**src/rtl/fetch_pc_unit_if.sv**
```systemverilog
// Bus bundle between the fetch PC unit, the instruction memory and the decode stage.
// master: the fetch unit (drives imem_addr and the decoded if_* fields).
// slave:  the surrounding pipeline/memory (drives control, redirect and imem_data).
interface fetch_pc_unit_if #(
    parameter int ADDR_W = 20
);
    logic              stall;
    logic              flush;
    logic [31:0]       redirect_pc;
    logic [ADDR_W-1:0] imem_addr;
    logic [15:0]       imem_data;
    logic              if_valid;
    logic [4:0]        if_opcode;
    logic [2:0]        if_rs;
    logic [2:0]        if_rd;
    logic [4:0]        if_shmnt;
    logic              if_is_imm;
    logic [15:0]       if_imm;
    logic [31:0]       if_next_pc;

    modport master (
        input  stall, flush, redirect_pc, imem_data,
        output imem_addr, if_valid, if_opcode, if_rs, if_rd, if_shmnt,
               if_is_imm, if_imm, if_next_pc
    );

    modport slave (
        output stall, flush, redirect_pc, imem_data,
        input  imem_addr, if_valid, if_opcode, if_rs, if_rd, if_shmnt,
               if_is_imm, if_imm, if_next_pc
    );
endinterface

```
**src/rtl/fetch_pc_unit.sv**
```systemverilog
// Program counter and instruction-fetch sequencer feeding the decode stage.
// Reassembles 1-word register instructions and 2-word immediate instructions
// from a 16-bit asynchronous-read instruction memory.
// Optional feature: define FETCH_BOOT_VECTOR_EN to load the starting PC from
// memory words 0 (high half) and 1 (low half) after reset instead of RESET_PC.
//
// state        | meaning
// ST_FETCH     | address pc, decode a first word
// ST_FETCH_IMM | first word held, address pc for the immediate word
// ST_BOOT_HI   | read word 0 as pc[31:16] (boot-vector build only)
// ST_BOOT_LO   | read word 1 as pc[15:0]  (boot-vector build only)
module fetch_pc_unit #(
    parameter logic [31:0] RESET_PC  = 32'h0000_0000,
    parameter int          ADDR_W    = 20,
    parameter logic [1:0]  IMM_CLASS = 2'b11
) (
    input  logic            clk,
    input  logic            rst_n,
    fetch_pc_unit_if.master bus
);
    typedef enum logic [1:0] {
        ST_FETCH     = 2'd0,
        ST_FETCH_IMM = 2'd1,
        ST_BOOT_HI   = 2'd2,
        ST_BOOT_LO   = 2'd3
    } state_e;

`ifdef FETCH_BOOT_VECTOR_EN
    localparam state_e      ST_RESET = ST_BOOT_HI;
    localparam logic [31:0] PC_RESET = 32'h0000_0000;
`else
    localparam state_e      ST_RESET = ST_FETCH;
    localparam logic [31:0] PC_RESET = RESET_PC;
`endif

    state_e      state_q, state_d;
    logic [31:0] pc_q, pc_d;
    logic [15:0] hold_q, hold_d;
    logic        valid_q, valid_d;
    logic [15:0] word_q, word_d;
    logic        is_imm_q, is_imm_d;
    logic [15:0] imm_q, imm_d;
    logic [31:0] next_pc_q, next_pc_d;

    logic [31:0] pc_inc;
    logic        imm_word;
    logic        boot_phase;

    assign pc_inc   = pc_q + 32'd1;
    assign imm_word = (bus.imem_data[15:14] == IMM_CLASS);

    // Boot states are encoded with bit 1 set; stall and flush are ignored there.
`ifdef FETCH_BOOT_VECTOR_EN
    assign boot_phase = state_q[1];
`else
    assign boot_phase = 1'b0;
`endif

    // State and datapath registers; async reset drops any partial instruction.
    always_ff @(posedge clk or negedge rst_n) begin
        if (!rst_n) begin
            state_q   <= ST_RESET;
            pc_q      <= PC_RESET;
            hold_q    <= 16'h0000;
            valid_q   <= 1'b0;
            word_q    <= 16'h0000;
            is_imm_q  <= 1'b0;
            imm_q     <= 16'h0000;
            next_pc_q <= 32'h0000_0000;
        end else begin
            state_q   <= state_d;
            pc_q      <= pc_d;
            hold_q    <= hold_d;
            valid_q   <= valid_d;
            word_q    <= word_d;
            is_imm_q  <= is_imm_d;
            imm_q     <= imm_d;
            next_pc_q <= next_pc_d;
        end
    end

    // Next-state selection: boot sequence, then flush > stall > normal fetch.
    always_comb begin
        state_d = state_q;
        if (boot_phase) begin
            state_d = (state_q == ST_BOOT_HI) ? ST_BOOT_LO : ST_FETCH;
        end else if (bus.flush) begin
            state_d = ST_FETCH;
        end else if (!bus.stall) begin
            if (state_q == ST_FETCH_IMM) begin
                state_d = ST_FETCH;
            end else if (imm_word) begin
                state_d = ST_FETCH_IMM;
            end
        end
    end

    // Datapath next values; everything holds by default so stall is a no-op.
    always_comb begin
        pc_d      = pc_q;
        hold_d    = hold_q;
        valid_d   = valid_q;
        word_d    = word_q;
        is_imm_d  = is_imm_q;
        imm_d     = imm_q;
        next_pc_d = next_pc_q;
        if (boot_phase) begin
            valid_d = 1'b0;
            if (state_q == ST_BOOT_HI) begin
                pc_d = {bus.imem_data, pc_q[15:0]};
            end else begin
                pc_d = {pc_q[31:16], bus.imem_data};
            end
        end else if (bus.flush) begin
            pc_d    = bus.redirect_pc;
            valid_d = 1'b0;
        end else if (!bus.stall) begin
            pc_d = pc_inc;
            if (state_q == ST_FETCH_IMM) begin
                word_d    = hold_q;
                imm_d     = bus.imem_data;
                is_imm_d  = 1'b1;
                next_pc_d = pc_inc;
                valid_d   = 1'b1;
            end else if (imm_word) begin
                hold_d  = bus.imem_data;
                valid_d = 1'b0;
            end else begin
                word_d    = bus.imem_data;
                imm_d     = 16'h0000;
                is_imm_d  = 1'b0;
                next_pc_d = pc_inc;
                valid_d   = 1'b1;
            end
        end
    end

    // Memory address: fixed boot-vector words during boot, otherwise the low pc bits.
    always_comb begin
        bus.imem_addr = pc_q[ADDR_W-1:0];
        if (state_q == ST_BOOT_HI) begin
            bus.imem_addr = '0;
        end else if (state_q == ST_BOOT_LO) begin
            bus.imem_addr = {{(ADDR_W-1){1'b0}}, 1'b1};
        end
    end

    assign bus.if_valid   = valid_q;
    assign bus.if_opcode  = word_q[15:11];
    assign bus.if_rs      = word_q[10:8];
    assign bus.if_rd      = word_q[7:5];
    assign bus.if_shmnt   = word_q[4:0];
    assign bus.if_is_imm  = is_imm_q;
    assign bus.if_imm     = imm_q;
    assign bus.if_next_pc = next_pc_q;
endmodule
```
**src/flat_wrapper.sv**
```systemverilog
// flat-port wrapper written by rule: the top's interface ports become plain ports
module fetch_pc_unit_flat 
#(
    parameter logic [31:0] RESET_PC  = 32'h0000_0000,
    parameter int          ADDR_W    = 20,
    parameter logic [1:0]  IMM_CLASS = 2'b11
)
  (clk, rst_n, bus_stall, bus_flush, bus_redirect_pc, bus_imem_data, bus_imem_addr, bus_if_valid, bus_if_opcode, bus_if_rs, bus_if_rd, bus_if_shmnt, bus_if_is_imm, bus_if_imm, bus_if_next_pc);
  fetch_pc_unit_if #(.ADDR_W(ADDR_W)) bus_i ();
  input  logic clk;
  input  logic rst_n;
  input wire logic [$bits(bus_i.stall)-1:0] bus_stall;
  input wire logic [$bits(bus_i.flush)-1:0] bus_flush;
  input wire logic [$bits(bus_i.redirect_pc)-1:0] bus_redirect_pc;
  input wire logic [$bits(bus_i.imem_data)-1:0] bus_imem_data;
  output wire logic [$bits(bus_i.imem_addr)-1:0] bus_imem_addr;
  output wire logic [$bits(bus_i.if_valid)-1:0] bus_if_valid;
  output wire logic [$bits(bus_i.if_opcode)-1:0] bus_if_opcode;
  output wire logic [$bits(bus_i.if_rs)-1:0] bus_if_rs;
  output wire logic [$bits(bus_i.if_rd)-1:0] bus_if_rd;
  output wire logic [$bits(bus_i.if_shmnt)-1:0] bus_if_shmnt;
  output wire logic [$bits(bus_i.if_is_imm)-1:0] bus_if_is_imm;
  output wire logic [$bits(bus_i.if_imm)-1:0] bus_if_imm;
  output wire logic [$bits(bus_i.if_next_pc)-1:0] bus_if_next_pc;
  assign bus_i.stall = bus_stall;
  assign bus_i.flush = bus_flush;
  assign bus_i.redirect_pc = bus_redirect_pc;
  assign bus_i.imem_data = bus_imem_data;
  assign bus_imem_addr = bus_i.imem_addr;
  assign bus_if_valid = bus_i.if_valid;
  assign bus_if_opcode = bus_i.if_opcode;
  assign bus_if_rs = bus_i.if_rs;
  assign bus_if_rd = bus_i.if_rd;
  assign bus_if_shmnt = bus_i.if_shmnt;
  assign bus_if_is_imm = bus_i.if_is_imm;
  assign bus_if_imm = bus_i.if_imm;
  assign bus_if_next_pc = bus_i.if_next_pc;
  fetch_pc_unit #(.RESET_PC(RESET_PC), .ADDR_W(ADDR_W), .IMM_CLASS(IMM_CLASS)) u_core (.clk(clk), .rst_n(rst_n), .bus(bus_i));
endmodule
```
**config.mk**
```make
export PLATFORM = sky130hd
export DESIGN_NAME = fetch_pc_unit_flat
export DESIGN_NICKNAME = d
export VERILOG_FILES = /design/src/rtl/fetch_pc_unit_if.sv /design/src/rtl/fetch_pc_unit.sv /design/src/flat_wrapper.sv
export SDC_FILE = /design/constraint.sdc
export NUM_CORES = 1
export LEC_CHECK = 0
export CAP_MARGIN = 20
export CORE_MARGIN = 4
export CORE_UTILIZATION = 40
export CTS_CLUSTER_DIAMETER = 150
export DETAILED_ROUTE_END_ITERATION = 10
export DONT_BUFFER_PORTS = 1
export PLACE_DENSITY_LB_ADDON = 0.25
export SLEW_MARGIN = 0
export SYNTH_ARGS = -nofsm -noshare
export SYNTH_HDL_FRONTEND = slang
export SYNTH_SLANG_ARGS = --single-unit
```
**constraint.sdc**
```tcl
create_clock -name clk -period 2.45 [get_ports clk]
set_input_delay 0.3675 -clock clk [delete_from_list [all_inputs] [get_ports clk]]
set_output_delay 0.3675 -clock clk [all_outputs]
set_load 0.01 [all_outputs]
```
# == Word level (Yosys, flattened, before mapping) ==
# Cells that the tools add are included.
# totals
in_bits,52
ff_bits,116
out_inout_bits,86
wordCells,42
# op_classes
bitwise_logic,3
n_reduce_logical,4
eq_ne,6
mux,20
addsub,1
# ops
operator,count
$mux W32,4
$mux W16,4
$mux W20,2
$add A32 B1 Y32 const B,1
$mux W2,4
$eq A2 B2 Y1 const B,3
$mux W1,6
$reduce_and A4 Y1,1
$not A1 Y1,3
$reduce_and A3 Y1,1
$reduce_bool A3 Y1,1
$eq A2 B1 Y1 const B,1
$ne A2 B1 Y1 const B,1
$ne A2 B2 Y1 const B,1
$reduce_and A2 Y1,1

# == Depth between registers and ports, before layout ==
# Gate-level depths: netlist of run 1.
# depth
depth_word,5
depth_mapped,7
ltp_nobuf,5

# == Least setup slack after synthesis of run 1 ==
# No wires, ideal clock.
# synth_timing
path_kind,register -> register
from,register u_core.pc_q[0]
to,register u_core.next_pc_q[30] (netlist: u_core.bus.if_next_pc[30])
slack_ns,0.370
path_buffers,1
path_stages_with_launch,7
synth_period_minus_slack_ns,2.080
setup_ns,0.082
required_time_ns,2.368
arrival_time_ns,1.998
path_cell_list,dfrtp_1 > ha_1 > nand2_1 > or4_4 > buf_6 > or4_1 > a31oi_1
# synth_via
elab_chain_len,3
# synth_rtl
element,line,source
from (decl),fetch_pc_unit.sv:37,"logic [31:0] pc_q, pc_d;"
from (signal assigned),fetch_pc_unit.sv:72,pc_q <= pc_d;
$add A32 B1 Y32 (*),fetch_pc_unit.sv:49,assign pc_inc = pc_q + 32'd1;
$mux W32,fetch_pc_unit.sv:125,end else if (imm_word) begin
$mux W32 (*),fetch_pc_unit.sv:119,if (state_q == ST_FETCH_IMM) begin
to (signal assigned),fetch_pc_unit.sv:78,next_pc_q <= next_pc_d;
to (decl),fetch_pc_unit.sv:43,"logic [31:0] next_pc_q, next_pc_d;"
# Mark *: on every way between the ends. The rest lies on a longest branch, timed or not. The select of a mux whose other input is x is not followed.
# A chain may end at the register's enable or synchronous reset.

# == Worst setup path after layout of run 1 ==
# layout_timing
from,register u_core.pc_q[5]
to,register u_core.pc_q[31]
# layout_via
elab_chain_len,3
# layout_rtl
element,line,source
$add A32 B1 Y32,fetch_pc_unit.sv:49,
$mux W32,fetch_pc_unit.sv:117,end else if (!bus.stall) begin
$mux W32,fetch_pc_unit.sv:114,end else if (bus.flush) begin
# Every way passes these cells. The select of a mux whose other input is x is not followed.

==> impl_metrics.csv, run 1 <==
group,metric,value,unit
global_routing,grt_start_max_net_pins,116,
setup_path,crit_path_end,"u_core.pc_q[31]",
setup_path,r2r-end,"u_core.pc_q[31]",
logic_synthesis,ys_seq_elements,115,
logic_synthesis,ys_top_cells_by_count,"dfrtp_1 (115), nand2_1 (97), o21ai_0 (61)",
setup_path,crit_type,"reg2reg",
die,rows,43,
sta,min_period_over_period,0.916,
die,core-area,14000,um2
sta,finalCriticalPeriod,2240,ps
setup_path,r2r_slack,210,ps
global_routing,grt-ovfl-total,0,
clock_tree,cts_setup_buffers,0,
logic_synthesis,syn_area_per_cell,9.33,um2
setup_path,crit_path_end_kind,"register",
setup_path,critPathMaxFanout,7,
route,drc,0,
route,initialDrtViolationCount,243,
cells_and_area,regArea,2880,um2
cells_and_area,instances_no_fill,790,
sta,hold_viol,115,
logic_synthesis,synth.top_cell.area_share,0.501,
sta,rsz0062_at_grt,"no",
sta,setup_tns,0,ps
route,viasPerCell,5.64,
setup_path,crit_chain,"nand4_2 > or4_1 > or4_1 > a31oi_1",
die,io_pins,138,
clock_tree,clock_path_buffers,2,
setup_path,r2r_cells,4,
logic_synthesis,synth.area.top_cells,"dfrtp_1 (50%), nand2_1 (6.3%), o21ai_0 (5.3%)",
sta,max_freq,0.445,GHz
logic_synthesis,syn-num-nets,669,
run_status,violations,"hold timing",
setup_path,reg2reg_from,"u_core.pc_q[5]",
setup_path,cp.required,2790,ps
placement,dp.cells,757,
route,drt_pass1_iterations,4,
global_routing,antenna_found_initial,0,
cells_and_area,nets,650,
run_status,status,"complete, but fails checks",
clock_tree,cts-resized-gates,0,
power_and_ir_drop,p_leak,2.64,nW
cells_and_area,drive_above_1_share,0.138,
sta,max_slew_margin,0.658,
power_and_ir_drop,power_density,904,nW/um2
sta,drv_slew,0,
setup_path,cp_common_cell,"or4_1",
cells_and_area,fillers,1335,
die,die_w,128,um
route,wl_per_cell,18.5,um
placement,numPortBuffers,0,
cells_and_area,syn_to_final_growth,14.4,%
sta,fin_hold_ws,-357,ps
route,ant_nets,0,
clock_tree,worst_skew_pair.late_latency,420,ps
cells_and_area,multi_input_area,2510,um2
global_routing,grt_pass1_vias,4399,
global_routing,grt_pass1_wl,23.6,mm
clock_tree,cts.clk_slew.worst_paths,60,ps
setup_path,cpMaxStageDelayCell,"or4_1",
global_routing,grt_usage,0.184,
clock_tree,cts_hold_buf,1,
die,initial_core_util,0.411,
sta,fin_skew,8.58,ps
setup_path,startpoint,"u_core.pc_q[5]",
sta,setup_viol,0,
clock_tree,htree_levels,4,
logic_synthesis,synthArstFlopShare,1.00,
logic_synthesis,synth.distinct_cells,41,
logic_synthesis,yosys_most_used_dff,"dfrtp_1",
clock_tree,cts_sinks,115,
cells_and_area,fin_util,0.470,
placement,post-place-ws,219,ps
logic_synthesis,yosysWarnings,0,
placement,gp_congestion,0.870,
logic_synthesis,synth-edff-count,0,
placement,dp_hpwl,10.2,mm
logic_synthesis,synthCells,616,
die,die_area,16400,um2
logic_synthesis,yosysSeqAreaShare,0.501,
power_and_ir_drop,ir_drop,0.000435,V
logic_synthesis,synth_most_common_cell,"dfrtp_1",
logic_synthesis,synth_area_leader_cell,"dfrtp_1",
clock_tree,cts_buffers,17,
hold_path,holdCritPathClass,"in2async",
setup_path,arrival,2590,ps
logic_synthesis,netlist_area,5750,um2
setup_path,startpoint_type,"register",
route,wl,14.6,mm
route,num_vias,4457,
sta,fin_ws,205,ps
cells_and_area,antenna_cells,0,
die,die_h,128,um
clock_tree,cts_tree,"built",
sta,worst_slew_pin_slew,513,ps
job,max_cap_violations,0,
setup_path,cpPeakStageDelay,730,ps
clock_tree,root_buffer,"clkbuf_16",
worst min path at each step:
stage                from                   endpoint  slack [ps]  cells past startpoint
finish              rst_n  u_core.bus.if_next_pc[30]        -360                      0
global route        rst_n  u_core.bus.if_next_pc[15]        -380                      0
CTS                 rst_n           u_core.word_q[0]        -380                      0
detailed placement  rst_n  u_core.bus.if_next_pc[25]          80                      0
global placement    rst_n  u_core.bus.if_next_pc[25]          80                      0
floorplan           rst_n       u_core.bus.if_imm[0]          70                      0
logic make-up after synthesis:
logic type | after synthesis | share of synthesized area
AND/OR/NAND/NOR | 254 | 0.221
XOR/XNOR | 27 | 0.0411
flip-flops | 115 | 0.501
adder cells (fa/ha/maj) | 1 | 0.00218
buffers and inverters | 73 | 0.0638
AO/OA/AOI/OAI | 117 | 0.118
multiplexers | 29 | 0.0535
metrics by stage:
step                      area (um2)  power [mW]
after floorplan                 5750        2.89
after global placement          5870        3.02
after detailed placement        5870        3.05
after CTS                       6570        6.00
after global routing            6570        6.19
final                           6570        5.94
worst max-delay path, delay by kind of cell (launching register included):
family          cells  cell delay (ps)
simple gates        3             1480
flops               1              520
compound gates      1              170
registers in the layout, indices dropped and copies added (netlist names):
name	count
u_core.bus.if_imm	16
u_core.state_q	1
u_core.bus.if_valid	1
u_core.pc_q	32
u_core.bus.if_next_pc	32
u_core.hold_q	16
u_core.word_q	16
u_core.bus.if_is_imm	1
power by group:
part | internal [mW] | switching [mW]
Sequential | 2.16 | 0.303
Clock | 2.03 | 0.903
Combinational | 0.254 | 0.290
Total | 4.45 | 1.50
cell type report:
cell class	count	share of cell area
flip-flops and latches	115	0.438
multi-input cells	428	0.382
clock buffers	18	0.0668
clock inverters	14	0.0392
repair buffers	31	0.0377
well taps	180	0.0343
inverters	4	0.00228
placed cells by master, fill, tap and decap left out, types with 13 or more instances in the layout:
| master | instances |
|---|---|
| xnor2_1 | 17 |
| or3_1 | 18 |
| nand4_1 | 13 |
| nand2_1 | 96 |
| a31oi_1 | 33 |
| or4_1 | 21 |
| nor2_1 | 50 |
| dfrtp_1 | 115 |
| o21ai_0 | 61 |
| mux2_2 | 14 |
| o31ai_1 | 15 |
| clkbuf_16 | 17 |
| buf_4 | 29 |
| mux2i_1 | 15 |
| nand3_1 | 20 |
routing by layer:
layer  track usage  routed length, um  up-vias
met3        0.0696               1260       22
met4        0.0668                250        0
li1              -                  -     2132
met2         0.281               6710      164
met1         0.239               6420     2139
met5             0                  0        -
Power figures use the tool's default switching activity.
==> run 2: changes to the inputs <==
--- a/config.mk
+++ b/config.mk
@@ -5,7 +5,6 @@
 export SDC_FILE = /design/constraint.sdc
 export NUM_CORES = 1
 export LEC_CHECK = 0
-export CAP_MARGIN = 20
 export CORE_MARGIN = 4
 export CORE_UTILIZATION = 40
 export CTS_CLUSTER_DIAMETER = 150
==> constraint.sdc (replaced) <==
create_clock -name clk -period 2.45 [get_ports clk]
set_input_delay 0.3675 -clock clk [delete_from_list [all_inputs] [get_ports clk]]
set_output_delay 0.3675 -clock clk [all_outputs]
set_load 0.005 [all_outputs]
==> run 2 against run 1 <==
Compared with the run above: the run still ends with hold timing left; utilization is 1.7 points lower; critical path type unchanged; sequential power is 2% lower; clock power is 28% lower; routed wire length is 1.0% lower; clock skew is 0.69 ps higher; cell count is 0.89% lower.
==> impl_metrics.csv, run 2 (same netlist as run 1, synthesis figures left out) <==
group,metric,value,unit
die,io_pins,138,
clock_tree,root_buffer,"clkbuf_16",
sta,setup_tns,0,ps
sta,fin_skew,9.26,ps
global_routing,grt_start_max_net_pins,116,
route,num_vias,4463,
global_routing,antenna_found_initial,0,
sta,setup_viol,0,
sta,finalCriticalPeriod,2270,ps
power_and_ir_drop,p_total,5.03,mW
sta,min_period_over_period,0.928,
clock_tree,worst_skew_pair.late_latency,420,ps
placement,gp_congestion,0.817,
route,viasPerCell,5.70,
sta,worst_slew_pin_slew,571,ps
setup_path,cpMaxStageDelayCell,"or4_1",
sta,max_slew_margin,0.618,
sta,hold_viol,115,
global_routing,grt_pass1_wl,23.5,mm
setup_path,crit_chain,"nand4_2 > or4_1 > or4_1 > a31oi_1",
route,ant_nets,0,
cells_and_area,drive_above_1_share,0.126,
power_and_ir_drop,power_density,794,nW/um2
run_status,violations,"hold timing",
setup_path,startpoint_type,"register",
setup_path,arrival,2610,ps
cells_and_area,syn_to_final_growth,10.3,%
global_routing,grt_pass1_vias,4299,
die,core-area,14000,um2
placement,dpl-instance-area,5840,um2
global_routing,grt-ovfl-total,0,
route,wl_per_cell,18.5,um
global_routing,grt_usage,0.184,
cells_and_area,nets,646,
clock_tree,cts_sinks,115,
route,drt_pass1_iterations,4,
die,initial_core_util,0.411,
setup_path,path_buf_inv,0,
setup_path,critical_path.top_delay_family,"simple AND/OR/NAND/NOR gates",
clock_tree,cts_tree,"built",
job,max_cap_violations,0,
cells_and_area,layout.cells.most_common,"dfrtp_1",
die,die_h,128,um
die,die_area,16400,um2
power_and_ir_drop,p_leak,2.54,nW
sta,max_freq,0.440,GHz
cells_and_area,antenna_cells,0,
cells_and_area,fin_util,0.453,
route,drc,0,
setup_path,cp.required,2780,ps
setup_path,crit_type,"reg2reg",
clock_tree,htree_levels,4,
die,rows,43,
cells_and_area,layout_common_cells,"dfrtp_1 (115), nand2_1 (96), o21ai_0 (61)",
sta,drv_slew,0,
route,wl,14.5,mm
setup_path,crit_path_end_kind,"register",
placement,numPortBuffers,0,
setup_path,cpPeakStageDelay,740,ps
clock_tree,cts.clk_slew.worst_paths,50,ps
clock_tree,clock_path_buffers,2,
power_and_ir_drop,ir_drop,0.000418,V
placement,dp_hpwl,10.0,mm
cells_and_area,stdcell_area,6340,um2
sta,rsz0062_at_grt,"no",
sta,fin_hold_ws,-347,ps
die,die_w,128,um
hold_path,holdCritPathClass,"in2async",
setup_path,critPathMaxFanout,7,
route,initialDrtViolationCount,286,
run_status,status,"complete, but fails checks",
clock_tree,cts_buffers,17,
setup_path,cp_common_cell,"or4_1",
[run 2: changes by cell type in the layout (fill, tap and decap cells not counted), sizes merged]
cell,previous run,this run
clkinv,5,8
dlygate4sd3,1,0
buf,30,27
bufinv,7,0
clkinvlp,2,0
clkbuf,18,21
[run 2: report_power, final]
group          total (mW)  internal [mW]  switching (mW)
Combinational       0.518          0.247           0.271
Sequential           2.41           2.16           0.250
Clock                2.10           1.28           0.823
[run 2: worst paths after layout]
check	slack [ps]	cells past startpoint	end	startpoint
min	-350	0	u_core.bus.if_next_pc[31]	rst_n
min in group clk	30	1	u_core.state_q[0]	bus_flush
max reg2reg	180	4	u_core.pc_q[31]	u_core.pc_q[4]
max	180	4	u_core.pc_q[31]	u_core.pc_q[4]
min reg2reg	470	1	u_core.hold_q[15]	u_core.hold_q[15]
max in group asynchronous	2580	0	u_core.pc_q[14]	rst_n
[run 2: timing repair]
item,in CTS,in global routing
endpoints found under the hold margin,115,115
endpoints found under the setup margin,0,1
setup buffers,0,0
gates resized for setup,0,1
[run 2: area by class of cell]
| cell class | count | area [um2] |
|---|---|---|
| clock inverter | 8 | 40.0 |
| clock buffer | 21 | 450 |
| inverter | 4 | 15.0 |
| tap | 180 | 225 |
| fill | 1364 | 7650 |
| sequential | 115 | 2880 |
| timing repair buffer | 27 | 215 |
| multi-input combinational | 428 | 2510 |
[run 2: worst register-to-register path: cells and delay by family, from the launching register on]
kind | cells | cell delay (ps)
compound gates | 1 | 180
flops | 1 | 500
simple gates | 3 | 1520
[run 2: metal layers]
layer	share of wire	routed length, um	up-vias	global-route usage
met5	0	0	-	0
met4	0.016	225	0	0.0581
met3	0.085	1230	15	0.0788
met2	0.45	6590	149	0.269
met1	0.44	6450	2182	0.246
li1	-	-	2117	-
[run 2: per-stage QoR]
stage | instances | setup WS (ps)
5_1_grt | 783 | 72.6
2_1_floorplan | 616 | 370
3_3_place_gp | 754 | 141
6_report | 783 | 177
4_1_cts | 783 | 97.9
3_5_place_dp | 754 | 114
==> run 3: changes to the inputs <==
--- a/config.mk
+++ b/config.mk
@@ -5,11 +5,12 @@
 export SDC_FILE = /design/constraint.sdc
 export NUM_CORES = 1
 export LEC_CHECK = 0
-export CORE_MARGIN = 4
+export CORE_MARGIN = 2
 export CORE_UTILIZATION = 40
 export CTS_CLUSTER_DIAMETER = 150
 export DETAILED_ROUTE_END_ITERATION = 10
 export DONT_BUFFER_PORTS = 1
+export HOLD_SLACK_MARGIN = 0.15
 export PLACE_DENSITY_LB_ADDON = 0.25
 export SLEW_MARGIN = 0
 export SYNTH_ARGS = -nofsm -noshare
==> constraint.sdc (replaced) <==
create_clock -name clk -period 2.8 [get_ports clk]
set_input_delay 0.42 -clock clk [delete_from_list [all_inputs] [get_ports clk]]
set_output_delay 0.42 -clock clk [all_outputs]
set_load 0.005 [all_outputs]
==> run 3 against run 2 <==
Compared with the run above: the run still ends with hold timing left; highest routed layer unchanged; clock skew about the same; die area shrank 6.2%; largest cell class unchanged; cell count up 2.8%.
==> impl_metrics.csv, run 3 (same netlist as run 1, synthesis figures left out) <==
group,metric,value,unit
power_and_ir_drop,power_density,701,nW/um2
setup_path,cp_common_cell,"or4_1",
sta,min_period_over_period,0.849,
power_and_ir_drop,ir_drop,0.000393,V
route,wl_per_cell,18.5,um
sta,finalCriticalPeriod,2380,ps
setup_path,cpMaxStageDelayCell,"or4_1",
sta,setup_viol,0,
placement,dpl-instance-area,5720,um2
sta,fin_hold_ws,-293,ps
sta,drv_slew,0,
clock_tree,cts.clk_slew.worst_paths,60,ps
die,io_pins,138,
route,wl,14.9,mm
route,initialDrtViolationCount,320,
global_routing,grt_pass1_vias,4416,
setup_path,cpPeakStageDelay,820,ps
global_routing,grt_usage,0.202,
cells_and_area,nets,665,
clock_tree,cts_buffers,17,
setup_path,r2r_cells,4,
die,rows,43,
setup_path,r2r_slack,420,ps
global_routing,grt_pass1_wl,23.5,mm
setup_path,critPathMaxFanout,15,
die,initial_core_util,0.412,
clock_tree,htree_levels,4,
sta,rsz0062_at_grt,"no",
run_status,status,"complete, but fails checks",
job,max_cap_violations,0,
setup_path,critical_path.top_delay_family,"simple AND/OR/NAND/NOR gates",
setup_path,arrival,2710,ps
setup_path,crit_chain,"nand3_1 > or4_1 > or4_1 > a31oi_1",
placement,gp_congestion,0.772,
route,drc,0,
clock_tree,clock_path_buffers,2,
die,die_area,15300,um2
clock_tree,cts-resized-gates,0,
sta,worst_slew_pin_slew,1150,ps
clock_tree,cts_sinks,115,
route,viasPerCell,5.70,
route,num_vias,4589,
run_status,violations,"hold timing",
clock_tree,cts_tree,"built",
global_routing,grt-ovfl-total,0,
sta,max_slew_margin,0.233,
power_and_ir_drop,p_leak,2.63,nW
cells_and_area,layout_common_cells,"dfrtp_1 (115), nand2_1 (96), o21ai_0 (61)",
cells_and_area,layout.cells.most_common,"dfrtp_1",
cells_and_area,syn_to_final_growth,15.6,%
cells_and_area,drive_above_1_share,0.104,
route,drt_pass1_iterations,5,
setup_path,cp.required,3130,ps
route,ant_nets,0,
clock_tree,root_buffer,"clkbuf_16",
cells_and_area,fillers,1308,
die,die_w,124,um
placement,numPortBuffers,0,
setup_path,startpoint_type,"register",
sta,fin_skew,9.49,ps
setup_path,path_buf_inv,0,
cells_and_area,stdcell_area,6650,um2
setup_path,crit_type,"reg2reg",
cells_and_area,antenna_cells,0,
setup_path,crit_path_end_kind,"register",
setup_path,r2r-end,"u_core.bus.if_next_pc[31]",
setup_path,reg2reg_from,"u_core.pc_q[2]",
sta,max_freq,0.421,GHz
global_routing,grt_start_max_net_pins,116,
placement,dp_hpwl,9.86,mm
global_routing,antenna_found_initial,0,
sta,hold_viol,115,
sta,setup_tns,0,ps
cells_and_area,fin_util,0.477,
hold_path,holdCritPathClass,"in2async",
die,core-area,13900,um2
die,die_h,124,um
clock_tree,worst_skew_pair.late_latency,420,ps
setup_path,cp_num_cells,4,
[run 3: changes by cell type in the layout (fill, tap and decap cells not counted)]
cell	change
or4_1	+1
clkinv_2	-6
clkbuf_1	-3
buf_4	-16
or4_4	-1
clkinvlp_4	+4
dlygate4sd3_1	+35
inv_6	+3
clkinv_4	+4
bufinv_16	+1
[run 3: what timing repair did]
action,CTS,global route
setup endpoints to repair,0,0
setup buffers,0,0
endpoints found under the hold margin,159,116
hold buffers,34,1
[run 3: worst register-to-register path, stage by stage (launching register included)]
cell	delay, ps
dfrtp_1	540
nand3_1	190
or4_1	820
or4_1	580
a31oi_1	170
[run 3: stage by stage]
step                      hold WS, ps  setup WS [ps]  power (mW)  std cells
after global placement            128            472        2.54        738
after CTS                        -317            431        4.70        804
after global routing             -318            271        4.87        805
after detailed placement          129            444        2.57        738
after floorplan                   124            702        2.47        616
final                            -293            423        4.66        805
[run 3: layer usage]
layer  track usage  vias to the layer above  share of wire
li1              -                     2159              -
met1         0.270                     2257           0.45
met2         0.306                      151           0.46
met3        0.0641                       22          0.074
met4        0.0788                        0          0.018
met5             0                        -              0
[run 3: worst max path at each step]
| stage | start | end | slack (ps) |
|---|---|---|---|
| global route | u_core.pc_q[2] | u_core.bus.if_next_pc[31] | 270 |
| global placement | u_core.pc_q[2] | u_core.bus.if_next_pc[31] | 470 |
| floorplan | bus_stall | u_core.pc_q[31] | 700 |
| finish | u_core.pc_q[2] | u_core.bus.if_next_pc[31] | 420 |
| detailed placement | u_core.pc_q[2] | u_core.bus.if_next_pc[31] | 440 |
| CTS | u_core.pc_q[2] | u_core.bus.if_next_pc[31] | 430 |
[run 3: cell type report]
class | count | area [um2] | share of cell area
Timing Repair Buffer | 46 | 445 | 0.0670
Multi-Input combinational cell | 428 | 2510 | 0.378
Inverter | 4 | 15.0 | 0.00226
Tap cell | 180 | 225 | 0.0339
Sequential cell | 115 | 2880 | 0.433
Clock inverter | 14 | 131 | 0.0198
Clock buffer | 18 | 439 | 0.0661
[run 3: where the power goes]
| group | total, mW | switching (mW) | internal [mW] |
|---|---|---|---|
| combinational | 0.452 | 0.228 | 0.224 |
| sequential | 2.13 | 0.243 | 1.89 |
| clock | 2.07 | 0.820 | 1.25 |
| total | 4.66 | 1.29 | 3.36 |
